--- src/rtl/fpu_pkg.sv ---
// fpu_pkg
//   Shared definitions for the FP add/sub pipeline: default field widths,
//   the saturated exponent code, the canonical quiet NaN and the bit
//   positions of the status flags in the 4-bit flag vector.
package fpu_pkg;

    localparam int WIDTH_DEF     = 32;
    localparam int EXP_BITS_DEF  = 8;
    localparam int MANT_BITS_DEF = 23;

    // Biased exponent code reserved for Inf/NaN.
    localparam int EXP_MAX = (1 << EXP_BITS_DEF) - 1;

    localparam logic [31:0] CAN_NAN = 32'h7FC0_0000;

    localparam int FLG_INVALID   = 3;
    localparam int FLG_OVERFLOW  = 2;
    localparam int FLG_UNDERFLOW = 1;
    localparam int FLG_INEXACT   = 0;

endpackage

--- src/rtl/fpu_round_rne.sv ---
// fpu_round_rne
//   Combinational round-to-nearest-even of a normalised mantissa carrying
//   guard/round/sticky bits. A carry out of the hidden bit bumps the exponent;
//   the fraction is then zero because the mantissa was all ones.
// Ports
//   exp_in    in   EXP_BITS+2  signed biased exponent
//   mant_in   in   MANT_BITS+4 {hidden, fraction, G, R, S}
//   exp_out   out  EXP_BITS+2  exponent after rounding carry
//   frac_out  out  MANT_BITS   rounded stored fraction
module fpu_round_rne #(
    parameter int EXP_BITS  = 8,
    parameter int MANT_BITS = 23
) (
    input  logic signed [EXP_BITS+1:0]  exp_in,
    input  logic        [MANT_BITS+3:0] mant_in,
    output logic signed [EXP_BITS+1:0]  exp_out,
    output logic        [MANT_BITS-1:0] frac_out
);

    localparam int EW = EXP_BITS + 2;

    function automatic logic rne_up(input logic lsb, input logic g,
                                    input logic r, input logic s);
        return g & (r | s | lsb);
    endfunction

    logic                 rnd_up;
    logic [MANT_BITS+1:0] sum;
    logic                 carry;
    // The hidden bit is implied by normalisation; only the carry above it matters.
    logic                 hidden_unused;

    assign rnd_up = rne_up(mant_in[3], mant_in[2], mant_in[1], mant_in[0]);
    assign sum    = {1'b0, mant_in[MANT_BITS+3:3]} + {{(MANT_BITS+1){1'b0}}, rnd_up};
    assign {carry, hidden_unused, frac_out} = sum;
    assign exp_out = exp_in + {{(EW-1){1'b0}}, carry};

endmodule

--- src/rtl/fpu_result_stage.sv ---
// fpu_result_stage
//   Output stage of the FP add/sub pipeline. S1 rounds the normalised
//   datapath result (RNE) and registers the exception/zero side-band;
//   S2 packs to IEEE-754 and selects the exception result when flagged.
//   Two-stage valid/ready pipeline with full backpressure, latency 2.
// Ports
//   clk, arst_n            clock, async active-low reset
//   in_valid / in_ready    upstream handshake (in_ready combinational)
//   exc_flag, exc_result   exception block result for this beat
//   nrm_sign/exp/mant/zero normalised datapath result
//   out_valid / out_ready  downstream handshake
//   out_result             final IEEE word
//   out_flags              {invalid, overflow, underflow, inexact}
// Configuration
//   FPU_STATUS_FLAGS_EN defined : status flags computed.
//   FPU_STATUS_FLAGS_EN undefined: out_flags tied to zero.
module fpu_result_stage
    import fpu_pkg::*;
#(
    parameter int WIDTH     = WIDTH_DEF,
    parameter int EXP_BITS  = EXP_BITS_DEF,
    parameter int MANT_BITS = MANT_BITS_DEF
) (
    input  logic                   clk,
    input  logic                   arst_n,
    input  logic                   in_valid,
    output logic                   in_ready,
    input  logic                   exc_flag,
    input  logic [WIDTH-1:0]       exc_result,
    input  logic                   nrm_sign,
    input  logic [EXP_BITS+1:0]    nrm_exp,
    input  logic [MANT_BITS+3:0]   nrm_mant,
    input  logic                   nrm_zero,
    output logic                   out_valid,
    input  logic                   out_ready,
    output logic [WIDTH-1:0]       out_result,
    output logic [3:0]             out_flags
);

    localparam int EW = EXP_BITS + 2;
    localparam logic signed [EW-1:0] EXP_SAT = EW'((1 << EXP_BITS) - 1);
    localparam logic signed [EW-1:0] EXP_ONE = EW'(1);

    logic vld_p1, vld_p2;
    logic s1_adv, s2_adv;

    logic signed [EW-1:0]        rnd_exp;
    logic        [MANT_BITS-1:0] rnd_frac;

    logic                        sign_p1;
    logic signed [EW-1:0]        exp_p1;
    logic        [MANT_BITS-1:0] frac_p1;
    logic                        zero_p1;
    logic                        exc_p1;
    logic        [WIDTH-1:0]     exc_res_p1;

    logic        [WIDTH-1:0]     res_nxt;
    logic        [WIDTH-1:0]     res_p2;

    assign s2_adv   = !vld_p2 || out_ready;
    assign s1_adv   = !vld_p1 || s2_adv;
    assign in_ready = s1_adv;

    always_ff @(posedge clk or negedge arst_n) begin
        if (!arst_n) begin
            vld_p1 <= 1'b0;
            vld_p2 <= 1'b0;
        end else begin
            if (s1_adv) vld_p1 <= in_valid;
            if (s2_adv) vld_p2 <= vld_p1;
        end
    end

    fpu_round_rne #(
        .EXP_BITS  (EXP_BITS),
        .MANT_BITS (MANT_BITS)
    ) u_round (
        .exp_in   ($signed(nrm_exp)),
        .mant_in  (nrm_mant),
        .exp_out  (rnd_exp),
        .frac_out (rnd_frac)
    );

    // ---- S1: rounded value and side-band ----
    always_ff @(posedge clk) begin
        if (s1_adv && in_valid) begin
            sign_p1    <= nrm_sign;
            exp_p1     <= rnd_exp;
            frac_p1    <= rnd_frac;
            zero_p1    <= nrm_zero;
            exc_p1     <= exc_flag;
            exc_res_p1 <= exc_result;
        end
    end

    // Pack/select, highest priority first.
    always_comb begin
        res_nxt = {sign_p1, exp_p1[EXP_BITS-1:0], frac_p1};
        if (exc_p1)
            res_nxt = exc_res_p1;
        else if (zero_p1)
            res_nxt = '0;
        else if (exp_p1 >= EXP_SAT)
            res_nxt = {sign_p1, {EXP_BITS{1'b1}}, {MANT_BITS{1'b0}}};
        else if (exp_p1 < EXP_ONE)
            res_nxt = {sign_p1, {(WIDTH-1){1'b0}}};
    end

    // ---- S2: packed result ----
    always_ff @(posedge clk) begin
        if (s2_adv && vld_p1) res_p2 <= res_nxt;
    end

    assign out_valid  = vld_p2;
    assign out_result = vld_p2 ? res_p2 : '0;

`ifdef FPU_STATUS_FLAGS_EN
    logic       inexact_p1;
    logic [3:0] flg_nxt;
    logic [3:0] flags_p2;

    always_ff @(posedge clk) begin
        if (s1_adv && in_valid) inexact_p1 <= |nrm_mant[2:0];
    end

    always_comb begin
        flg_nxt = '0;
        if (exc_p1) begin
            flg_nxt[FLG_INVALID] = (&exc_res_p1[WIDTH-2 -: EXP_BITS]) &&
                                   (|exc_res_p1[MANT_BITS-1:0]);
        end else if (zero_p1) begin
            flg_nxt = '0;
        end else if (exp_p1 >= EXP_SAT) begin
            flg_nxt[FLG_OVERFLOW] = 1'b1;
            flg_nxt[FLG_INEXACT]  = 1'b1;
        end else if (exp_p1 < EXP_ONE) begin
            flg_nxt[FLG_UNDERFLOW] = 1'b1;
            flg_nxt[FLG_INEXACT]   = 1'b1;
        end else begin
            flg_nxt[FLG_INEXACT] = inexact_p1;
        end
    end

    always_ff @(posedge clk) begin
        if (s2_adv && vld_p1) flags_p2 <= flg_nxt;
    end

    assign out_flags = vld_p2 ? flags_p2 : 4'b0000;
`else
    assign out_flags = 4'b0000;
`endif

endmodule
--- config.mk ---
export PLATFORM = sky130hd
export DESIGN_NAME = fpu_result_stage
export DESIGN_NICKNAME = d
export VERILOG_FILES = /design/src/rtl/fpu_pkg.sv /design/src/rtl/fpu_round_rne.sv /design/src/rtl/fpu_result_stage.sv
export SDC_FILE = /design/constraint.sdc
export NUM_CORES = 1
export LEC_CHECK = 0
export ABC_AREA = 1
export CORE_AREA = 2 2 108 110
export CTS_CLUSTER_SIZE = 28
export DETAILED_ROUTE_END_ITERATION = 8
export DIE_AREA = 0 0 110 112
export PLACE_DENSITY = 0.75
export RECOVER_POWER = 100
export SYNTH_ARGS = -nofsm -noshare
export SYNTH_HDL_FRONTEND = slang
export SYNTH_HIERARCHICAL = 1
export SYNTH_SLANG_ARGS = --single-unit
--- constraint.sdc ---
create_clock -name clk -period 2.9 [get_ports clk]
set_clock_uncertainty 0.2 [all_clocks]
set_input_delay 0.435 -clock clk [delete_from_list [all_inputs] [get_ports clk]]
set_output_delay 0.435 -clock clk [all_outputs]
set_load 0.02 [all_outputs]
# Word-level counts from Yosys, hierarchy flattened
# Index checks and enable logic that the tools add are counted.
[word_totals]
wordCells = 27
in_bits = 76
register_bits = 102
out_inout_bits = 38
[op_classes]
n_lt_le_gt_ge = 2
addsub = 2
n_bitwise = 3
reduce_logical = 6
mux = 5
[ops]
columns = ["op", "count"]
rows = [
  ["$mux 32", 3],
  ["$mux 31", 2],
  ["$add 24x1->25", 1],
  ["$add 10x1->10", 1],
  ["$ge 10x9->1 const B", 1],
  ["$lt 10x2->1 const B", 1],
  ["$logic_and 1x1->1", 2],
  ["$logic_not 1->1", 2],
  ["$logic_or 1x1->1", 2],
  ["$or 1x1->1", 2],
  ["$and 1x1->1", 1],
]

# Logic depth before layout (Yosys ltp)
[depth]
depth_word = 5
mapped_depth = 15
mapped_depth_nobuf = 15

# Hierarchy
# Netlist, hierarchy kept.
[by_module_without_submodules]
columns = ["module", "cells_per_inst", "seq_area_each_um2", "area_per_inst_um2", "n_inst"]
rows = [
  ["fpu_result_stage", 343, 3052.9, 4150.2, 1],
  ["fpu_round_rne", 154, 0.0, 789.5, 1],
]

# Least setup slack after synthesis
# Ideal clock, no wire load.
[synth_path]
path_kind = "flip-flop to flip-flop"
from = "register vld_p2 (netlist: out_valid)"
to = "register exc_p1 (enable)"
required_time_ns = 2.278
synth_period_minus_slack_ns = 2.941
slack_ns = -0.041
path_stages_with_launch = 5
arrival_time_ns = 2.319
setup_time_ns = 0.422
n_path_buf = 1
path_cell_list = "dfrtp_1 -> clkbuf_1 -> nand3_1 -> nand2_1 -> inv_1"
[synth_via]
elab_chain_len = 4
[synth_rtl]
columns = ["item", "line_no", "source"]
rows = [
  ["start: declaration", "fpu_result_stage.sv:44", "logic vld_p1, vld_p2;"],
  ["start signal: assignment", "fpu_result_stage.sv:70", "if (s2_adv) vld_p2 <= vld_p1;"],
  ["$logic_not 1->1", "fpu_result_stage.sv:60", "assign s2_adv = !vld_p2 || out_ready;"],
  ["$logic_or 1x1->1", "fpu_result_stage.sv:60", ""],
  ["$logic_or 1x1->1", "fpu_result_stage.sv:61", "assign s1_adv = !vld_p1 || s2_adv;"],
  ["net in_ready", "fpu_result_stage.sv:27", "output logic in_ready,"],
  ["$logic_and 1x1->1", "fpu_result_stage.sv:86", "if (s1_adv && in_valid) begin"],
  ["end signal: assignment", "fpu_result_stage.sv:91", "exc_p1 <= exc_flag;"],
  ["end: declaration", "fpu_result_stage.sv:54", "logic exc_p1;"],
]
# The timed path passes the listed nets, and every way through them passes these cells.
# A chain may end at the register's enable or synchronous reset.

# Worst setup path in the final report
[layout_path]
from = "input nrm_mant[3]"
to = "register exp_p1[8] (data pin)"
[layout_via]
elab_chain_len = 4
[layout_rtl]
columns = ["item", "line_no", "source"]
rows = [
  ["start: declaration", "fpu_result_stage.sv:32", "input logic [MANT_BITS+3:0] nrm_mant,"],
  ["$or 1x1->1", "fpu_round_rne.sv:24", "return g & (r | s | lsb);"],
  ["$and 1x1->1", "fpu_round_rne.sv:24", ""],
  ["$add 24x1->25 *", "fpu_round_rne.sv:34", "assign sum = {1'b0, mant_in[MANT_BITS+3:3]} + {{(MANT_BITS+1){1'b0}}, rnd_up};"],
  ["$add 10x1->10 *", "fpu_round_rne.sv:36", "assign exp_out = exp_in + {{(EW-1){1'b0}}, carry};"],
  ["net rnd_exp[8]", "fpu_result_stage.sv:47", "logic signed [EW-1:0] rnd_exp;"],
  ["end signal: assignment", "fpu_result_stage.sv:88", "exp_p1 <= rnd_exp;"],
  ["end: declaration", "fpu_result_stage.sv:51", "logic signed [EW-1:0] exp_p1;"],
]
# Mark *: on every way through the listed nets, which the timed path passes. The rest lies on a longest branch.

==> results.ini <==
[clocking]
cts_setup_buffers=0
cts_made_buffers=9
h-tree-depth=3
path_clk_slew_ns=0.07
hold_buffers=0
cts.sinks=102
cts_tree=yes
clockBufferDepth=2
cts-root-buf=clkbuf_16
clk_latency_ns=0.35

[final_layout]
areaGrowthSynthToFinish_pct=35.0
final_cell_area_um2=6670
post-route-util=0.597
n_antenna_cell=0
layout-drive-gt1-share=0.105
fin_nets=705
fillCellCount=948

[synthesis]
synth_edf_count=100
seq_area_frac_synth=0.618
netlist_top_cells_area=edfxtp_1 (61%), nand2_1 (15%), nand3b_1 (4.6%)
ys_types=28
synth-main-ff-cell=edfxtp_1
syn_avg_cell_area_um2=9.94
syn_inst=497
synth_seq_cells=102
async_reset_ff_frac=0.0196
synth_top_area_frac=0.608
synth.largest_area_cell=edfxtp_1
synth_area_um2=4940
ys_warn_count=6

[min_path]
hold_path.class=input pin to async pin

[sta]
finalCritPeriodShare=0.960
fmax_mhz=359
period_minus_slack_ns=2.78
tightest_slew_ns=1.06
drv_slew=0
setup_viol=0
final-hold-violation-count=0
fin_ws_ns=0.117
rsz0062_at_grt=yes
maxSlewHeadroom=0.292
finalSetupTns_ns=0

[setup_path]
start_kind=input pin
worstPathArrival_ns=2.68
cp_max_fo=3
worstSetupPathType=input pin to flop
end_kind=flop
required_ns=2.80

[floorplanning]
start_util=0.442
die_x_um=110
die-area_um2=12300
core_um2=11200
die_y_um=112
io_pins=114
std_cell_rows=39

[detailed_routing]
drt-initial-drc-count=191
avgRoutedWirePerCell_um=13.2
routed_wl_mm=10.2
num_vias=3670
drtAntennaViolNets=0
vias_per_cell=4.74
drc=0
drtPass1Iterations=5

[grt]
grt_pass1_vias=3489
track_usage=0.174
antenna_found_initial=0
grt_max_degree=69
grt_overflow_total=0
grt_pass1_wl_mm=16.3

[placement]
placed_area_um2=6320
gp_congestion=0.855
place_worst_setup_slack_ns=-0.239
hpwl_mm=7.30
portBuffers=109

[power_and_ir_drop]
p_leak_nw=2.84
peakVddDrop_mv=0.262
power_mw=3.72
powerDensity_nw_per_um2=558

[run]
maxCapViolCount=0

[run_status]
outcome=finished, final reports clean

[power by group]
group / switching, mW / leakage (nW) / internal (mW) / total (mW)
clock network: 0.507 / 0.152 / 0.754 / 1.26
registers: 0.0375 / 0.991 / 1.78 / 1.82
logic: 0.353 / 1.70 / 0.287 / 0.640
[final timing paths]
| kind | cells past startpoint | slack [ns] | end | from |
|---|---|---|---|---|
| max | 16 | 0.12 | exp_p1[8] | nrm_mant[3] |
| min | 1 | 0.12 | out_valid | arst_n |
| max reg2reg | 6 | 0.86 | res_p2[10] | exp_p1[1] |
| min reg2reg | 2 | 0.32 | res_p2[7] | exc_res_p1[7] |
| max in group asynchronous | 1 | 2.25 | vld_p1 | arst_n |
| min in group clk | 2 | 0.32 | res_p2[7] | exc_res_p1[7] |
[state kept, by name, indices dropped and copies added (netlist names)]
name        cells
vld_p1          1
exc_res_p1     32
zero_p1         1
res_p2         32
exp_p1         10
sign_p1         1
exc_p1          1
out_valid       1
frac_p1        23
[logic make-up (layout without fill, tap and decap cells)]
logic type,after synthesis,in the layout,synth area share
other cells,1,4,0.000759
fa+ha+maj,3,3,0.00760
xor+xnor,17,17,0.0301
compound gates,13,13,0.0147
buf+inv,77,208,0.0704
simple gates,284,284,0.258
flops,102,102,0.618
[cells in the mapped netlist, types with 2 or more instances]
cell type and n:
nor2_2 2, nand2_1 198, buf_2 5, edfxtp_1 100, nor3_1 3, nor2_4 5, a21oi_1 4, inv_1 58
xor2_1 11, clkbuf_1 3, nand3_1 15, o21ai_0 7, xnor2_1 6, buf_6 4, dfrtp_1 2, nand2_2 3
ha_1 3, buf_4 6, nor2_1 24, nand3b_1 30
[stage by stage]
step                      cells  hold slack [ns]
after floorplan             500          -0.0606
after global placement      758            0.292
after detailed placement    758            0.307
after CTS                   774           0.0507
after global routing        774            0.126
final                       774            0.123
[area by class of cell]
class / count / area, um2 / area share
flip-flops and latches: 102 / 3050 / 0.458
multi-input cells: 321 / 1590 / 0.239
repair buffers: 134 / 1310 / 0.196
clock buffers: 10 / 229 / 0.0343
inverters: 58 / 221 / 0.0332
well taps: 143 / 179 / 0.0268
clock inverters: 6 / 86.3 / 0.0130
[layer usage]
layer  vias up  share of wire  global-route usage
met3        23          0.054              0.0240
met2       119           0.49               0.284
met4         0          0.028              0.0903
met5         -              0                   0
met1      1680           0.43               0.223
li1       1848              -                   -
[timing repair]
| item | CTS | global route |
|---|---|---|
| endpoints found under the hold margin | 0 | 0 |
| gates resized for setup | 0 | 12 |
| setup endpoints to repair | 0 | 4 |
[worst max-delay path: stages]
cell and delay (ns):
clkdlybuf4s50_1 0.49, nand2_2 0.07, inv_2 0.05, ha_2 0.17, nand2_2 0.08, nor2_4 0.13
nand2_2 0.08, nor2_4 0.14, nand2_2 0.07, nor2_2 0.12, ha_2 0.20, ha_2 0.19
nand3_2 0.09, nor2_2 0.13, nand3_1 0.09, xor2_1 0.15
[placed cells by master (no fill, tap or decap), types with 2 or more instances in the layout]
| master | count |
|---|---|
| nor3_1 | 3 |
| dfrtp_1 | 2 |
| clkinvlp_4 | 2 |
| nand3_1 | 13 |
| clkinv_2 | 2 |
| nor2_1 | 22 |
| bufinv_16 | 2 |
| ha_2 | 3 |
| buf_4 | 23 |
| nor2_2 | 4 |
| nand3b_1 | 30 |
| nand2_1 | 195 |
| inv_1 | 56 |
| buf_12 | 2 |
| nor2_4 | 5 |
| conb_1 | 4 |
| xnor2_1 | 6 |
| xor2_1 | 11 |
| clkdlybuf4s50_1 | 72 |
| clkbuf_16 | 9 |
| nand2_2 | 6 |
| o21ai_0 | 7 |
| a21oi_1 | 3 |
| nand3_2 | 2 |
| dlygate4sd3_1 | 36 |
| edfxtp_1 | 100 |
Note: power is estimated with default switching activity, not from simulation.
